==> src/rtl/lshift_8_pipe.sv <==
// rtl/lshift_8_pipe.sv - three-stage pipelined 8-bit left barrel shifter with valid/ready handshakes
module lshift_8_pipe #(
  parameter bit ROTATE = 1'b0
) (
  input  logic       clk,
  input  logic       rst_n,
  input  logic       in_valid,
  output logic       in_ready,
  input  logic [7:0] data,
  input  logic [2:0] sel,
  output logic       out_valid,
  input  logic       out_ready,
  output logic [7:0] out
);

  // Fixed-distance left shift; the rotate variant folds the bits shifted out back into the LSBs.
  function automatic logic [7:0] shl_k(input logic [7:0] x, input int unsigned k);
    logic [15:0] w;
    w = {x, x} << k;
    return ROTATE ? w[15:8] : (x << k);
  endfunction

  logic       v0_q, v0_d;
  logic [7:0] data0_q, data0_d;
  logic [2:0] sel0_q, sel0_d;

  logic       v1_q, v1_d;
  logic [7:0] data1_q, data1_d;
  logic [1:0] sel1_q, sel1_d;

  logic       v2_q, v2_d;
  logic [7:0] data2_q, data2_d;

  logic       ld0, ld1, ld2;
  logic [7:0] data1_by2;

  // A stage may load when it is empty or its contents move on this same cycle.
  always_comb begin
    ld2      = !v2_q || out_ready;
    ld1      = !v1_q || ld2;
    ld0      = !v0_q || ld1;
    in_ready = rst_n && ld0;
  end

  always_comb begin
    v0_d      = v0_q;
    data0_d   = data0_q;
    sel0_d    = sel0_q;
    v1_d      = v1_q;
    data1_d   = data1_q;
    sel1_d    = sel1_q;
    v2_d      = v2_q;
    data2_d   = data2_q;
    data1_by2 = sel1_q[0] ? shl_k(data1_q, 2) : data1_q;

    if (ld0) begin
      v0_d = in_valid;
      if (in_valid) begin
        data0_d = data;
        sel0_d  = sel;
      end
    end

    if (ld1) begin
      v1_d = v0_q;
      if (v0_q) begin
        data1_d = sel0_q[0] ? shl_k(data0_q, 1) : data0_q;
        sel1_d  = sel0_q[2:1];
      end
    end

    // The last stage applies both the by-2 and by-4 steps.
    if (ld2) begin
      v2_d = v1_q;
      if (v1_q) begin
        data2_d = sel1_q[1] ? shl_k(data1_by2, 4) : data1_by2;
      end
    end
  end

  always_ff @(posedge clk) begin
    if (!rst_n) begin
      v0_q    <= 1'b0;
      data0_q <= 8'h00;
      sel0_q  <= 3'd0;
      v1_q    <= 1'b0;
      data1_q <= 8'h00;
      sel1_q  <= 2'd0;
      v2_q    <= 1'b0;
      data2_q <= 8'h00;
    end else begin
      v0_q    <= v0_d;
      data0_q <= data0_d;
      sel0_q  <= sel0_d;
      v1_q    <= v1_d;
      data1_q <= data1_d;
      sel1_q  <= sel1_d;
      v2_q    <= v2_d;
      data2_q <= data2_d;
    end
  end

  assign out_valid = v2_q;
  assign out       = data2_q;

endmodule
==> config.mk <==
export PLATFORM = sky130hd
export DESIGN_NAME = lshift_8_pipe
export DESIGN_NICKNAME = d
export VERILOG_FILES = /design/src/rtl/lshift_8_pipe.sv
export SDC_FILE = /design/constraint.sdc
export NUM_CORES = 1
export LEC_CHECK = 0
export CAP_MARGIN = 25
export CORE_MARGIN = 5
export CORE_UTILIZATION = 52
export DETAILED_ROUTE_END_ITERATION = 12
export GPL_ROUTABILITY_DRIVEN = 0
export HOLD_SLACK_MARGIN = 0.03
export PLACE_DENSITY = 0.75
export SETUP_SLACK_MARGIN = 0.1
export SLEW_MARGIN = 20
export SYNTH_ARGS = -nofsm -noshare
export SYNTH_HDL_FRONTEND = slang
export SYNTH_SLANG_ARGS = --single-unit
export TNS_END_PERCENT = 10
==> constraint.sdc <==
create_clock -name clk -period 1.7 [get_ports clk]
set_input_delay 0.51 -clock clk [delete_from_list [all_inputs] [get_ports clk]]
set_output_delay 0.51 -clock clk [all_outputs]
set_load 0.1 [all_outputs]
## Yosys cells after proc, flatten, opt, wreduce, memory -nomap -nowiden

Index checks and enable logic that the tools add are counted.
W data, S select, Z words.

| storage, ports and cells | value |
|---|---|
| ROM bits | 0 |
| output and inout bits | 10 |
| flip-flop bits (word level) | 32 |
| memories | 0 |
| latch bits | 0 |
| bits of input ports | 15 |
| bits in writable memories | 0 |

| operators by class | value |
|---|---|
| order comparisons | 0 |
| bitwise operators | 0 |
| shift-type cells | 0 |
| equal/unequal tests | 0 |
| mux-type cells | 3 |
| multiply operators | 0 |
| reduce and logical (&&, ||, !) cells | 10 |
| $add $sub $neg | 0 |
| divide/modulo/power cells | 0 |

Operators with widths:

| kind | count |
|---|---|
| $mux W8 | 3 |
| $reduce_and A2 Y1 | 3 |
| $logic_not A1 Y1 | 3 |
| $logic_or A1 B1 Y1 | 3 |
| $logic_and A1 B1 Y1 | 1 |

## Depth between registers and ports, before layout

| logic depth | value |
|---|---|
| depth after elaboration | 5 |
| depth in mapped cells | 6 |

## Least setup slack after synthesis

No wires, ideal clock.

| timing path | value |
|---|---|
| kind | register to output |
| start | reg v2_q (netlist: out_valid) |
| end | out in_ready |
| data required time | 1.190 ns |
| cell stages (with the launch flop) | 4 |
| setup slack | -1.441 ns |
| buffers on the path | 1 |
| arrival time | 2.631 ns |
| cell sequence | dfxtp_1 -> and3b_1 -> buf_6 -> a21oi_1 |

| between the ends | value |
|---|---|
| word-level cells in the longest chain between the ends | 5 |

Ends and longest elaborated chain:

| element | line | RTL |
|---|---|---|
| from (decl) | 31 | `logic v2_q, v2_d;` |
| from (signal assigned) | 98 | `v2_q <= v2_d;` |
| $logic_not A1 Y1 | 39 | `ld2 = !v2_q \|\| out_ready;` |
| $logic_or A1 B1 Y1 | 39 |  |
| $logic_or A1 B1 Y1 | 40 | `ld1 = !v1_q \|\| ld2;` |
| $logic_or A1 B1 Y1 | 41 | `ld0 = !v0_q \|\| ld1;` |
| $logic_and A1 B1 Y1 | 42 | `in_ready = rst_n && ld0;` |
| to (decl) | 8 | `output logic in_ready,` |

No other way between the ends.

## Final worst setup path

Ends and elaborated chain as after synthesis.

==> qor.txt <==
Clk root buf = clkbuf_4
Clk sink count = 32
Mean Syn Cell Area = 9.636 um^2
Area growth syn-to-layout = 28.84%
First-pass GRT wire length = 5161 um
Final wirelength = 3020 um
Design area = 0.001912 mm^2
Critical Path Sink Type = primary output
Final slew viol count = 0
Detail Route Antenna Nets = 0
Antenna cells = 0
Unique masters post-synth = 28
Final Setup Violations = 1
Worst Skew = 6.526 ps
Number of CTS-inserted buffers = 5
Critical-path top delay cell = dfxtp_4
CTS H-tree depth = 2
Io pins = 25
All-Layer GR Usage = 0.1643
Worst skew pair latency = 340 ps
WS Path Type = flip-flop to primary output
Period utilisation layout = 1.029
Fmax = 571.8 MHz
Largest net degree at the start of global routing = 25
Row count = 19
Synth Register Bits = 32
Initial antenna violation count = 0
Final WS setup = -49.01 ps
Worst EP arrival = 1240 ps
PD cells = 790.6 mW/mm^2
Crit-path cells = and3b_2, a21oi_4, buf_12
Gr ovfl total = 0
DR WL/cell = 14.05 um
MaxCap Viol Count = 0
Slowest stage delay, CP = 350 ps
Final #Nets = 198
Slew @ Worst Pin = 467.2 ps
Syn Inst Count = 154
Vias = 1210
Syn Nets = 169
Hold_ws = 473.2 ps
TritonRoute pass-1 iters = 4
Critical Path Fanout Max = 2
Die ar. = 0.004022 mm^2
Port bufs = 24
Synth Cell Area = 0.001484 mm^2
RSZ-0062 raised after global routing = yes
Total power = 1.511 mW
Placed inst area = 0.001843 mm^2
Status = finished, violations left
Die height = 63.42 um
Clock slew at reported path FFs = 90 ps
Die W = 63.42 um
Vias in the first global route = 1194
Fin. Hold Viols = 0
DPL Wire Length = 2244 um
Slew HR = 0.6874
Worst vdd ir = 0.0007240 V
Min Clock Period, post-route = 1749 ps
YS warnings = 0
Max clock buf depth = 2
P_leak = 0.7374 nW
Hold Path Class = flip-flop to flip-flop
Sequential area share after synthesis = 0.4317
Initial Util = 0.5381
Core area = 0.002758 mm^2
Initial DRC Count = 41
Failing checks = setup timing
CP Launch Type = flip-flop
Vias/cell = 5.628
Share of cells above drive strength 1 = 0.1957
CTS tree = yes
Drt drc = 0
Data required time at the worst endpoint = 1190 ps
flip-flops by register name (all words and copies together), names as in the netlist:
signal	flops
v1_q	1
out	8
out_valid	1
data0_q	8
sel0_q	3
data1_q	8
v0_q	1
sel1_q	2
worst paths after layout:
check / slack, ps / startpoint / cells after the start / to
worst min register to register: 470 / sel0_q[1] / 2 / sel0_q[1]
worst min-delay path: 470 / sel0_q[1] / 2 / sel0_q[1]
worst max register to register: 190 / out_valid / 5 / data1_q[3]
worst max-delay path: -50 / out_valid / 3 / in_ready
Yosys cell counts:
cell            instances  share of area
dfxtp_1                32           0.43
mux2i_1                22           0.15
nand2_1                22          0.056
a21oi_1                20          0.067
o21ai_0                 9          0.030
a211oi_1                7          0.035
nand3_1                 4          0.013
nor2_1                  4          0.010
buf_6                   3          0.023
clkbuf_1                3         0.0076
nand3b_1                3          0.015
buf_2                   2         0.0067
buf_4                   2          0.010
inv_1                   2         0.0051
mux4_2                  2          0.030
nand4_1                 2         0.0084
o2111ai_1               2          0.012
o211a_1                 2          0.013
or4_1                   2          0.010
a21boi_4                1          0.013
and3b_1                 1         0.0059
buf_12                  1          0.013
dlymetal6s2s_1          1         0.0084
dlymetal6s4s_1          1         0.0084
inv_2                   1         0.0025
nand2b_1                1         0.0042
nand4b_1                1         0.0059
nor2b_1                 1         0.0042
metal layers:
| metal | share of wire | up-vias | track usage | wire [um] |
|---|---|---|---|---|
| li1 | - | 608 | - | - |
| met1 | 0.42 | 571 | 0.1744 | 1264 |
| met2 | 0.50 | 25 | 0.2716 | 1516 |
| met3 | 0.055 | 6 | 0.06927 | 167 |
| met4 | 0.024 | 0 | 0.09091 | 72 |
| met5 | 0 | - | 0 | 0 |
final cells by class:
class	count	area, um^2
Clock buffer	8	58.81
Inverter	3	11.26
Timing Repair Buffer	35	429.2
Tap cell	31	38.79
Multi-Input combinational cell	106	729.5
Fill cell	225	845.8
Sequential cell	32	644.4
report_power, final:
group / leakage (nW) / internal [mW] / total [mW] / switching (mW)
Clock: 0.0326 / 0.204 / 0.445 / 0.241
Combinational: 0.442 / 0.117 / 0.247 / 0.130
Sequential: 0.263 / 0.785 / 0.820 / 0.0351
Total: 0.737 / 1.11 / 1.51 / 0.406
critical path, delay by kind of cell (launching register included):
family                 cells  cell delay [ps]
AND/OR/NAND/NOR            1              220
flip-flops                 1              350
AO/OA/AOI/OAI              1              140
buffers and inverters      1              180
cells by family (layout without fill, tap and decap cells):
| logic type | Yosys count | after routing | share of synthesized area |
|---|---|---|---|
| AOI/OAI and AO/OA | 41 | 41 | 0.1712 |
| DFF | 32 | 32 | 0.4317 |
| and+or+nand+nor | 41 | 41 | 0.1332 |
| muxes | 24 | 24 | 0.1787 |
| buffers and inverters | 16 | 46 | 0.08515 |
repair_timing:
action	in CTS	in global routing
setup buffers	1	1
endpoints found under the setup margin	19	1
pin swaps	2	1
gates resized for setup	7	0
hold buffers	0	0
cell usage in the layout (no fill, tap or decap), types with 2 or more instances in the layout:
cell type / instances
dfxtp_1: 31
mux2i_1: 22
nand2_1: 22
a21oi_1: 19
clkdlybuf4s50_1: 12
buf_12: 11
buf_4: 10
o21ai_0: 9
a211oi_1: 7
clkbuf_4: 5
nor2_1: 4
nand3_1: 4
nand3b_1: 3
inv_2: 2
mux4_2: 2
o2111ai_1: 2
o211a_1: 2
or4_1: 2
nand4_1: 2
clkbuf_1: 2
per-stage QoR:
step	cells	setup slack (ps)	setup TNS [ps]	utilization
after floorplan	154	-171.6	-171.6	-
after global placement	205	-384.3	-6020	0.6683
after detailed placement	205	-379.4	-6649	0.6683
after CTS	214	-93.23	-93.23	0.6906
after global routing	215	-106.5	-106.5	0.6933
final	215	-49.01	-49.01	0.6933
Note: power is estimated with default switching activity, not from simulation.
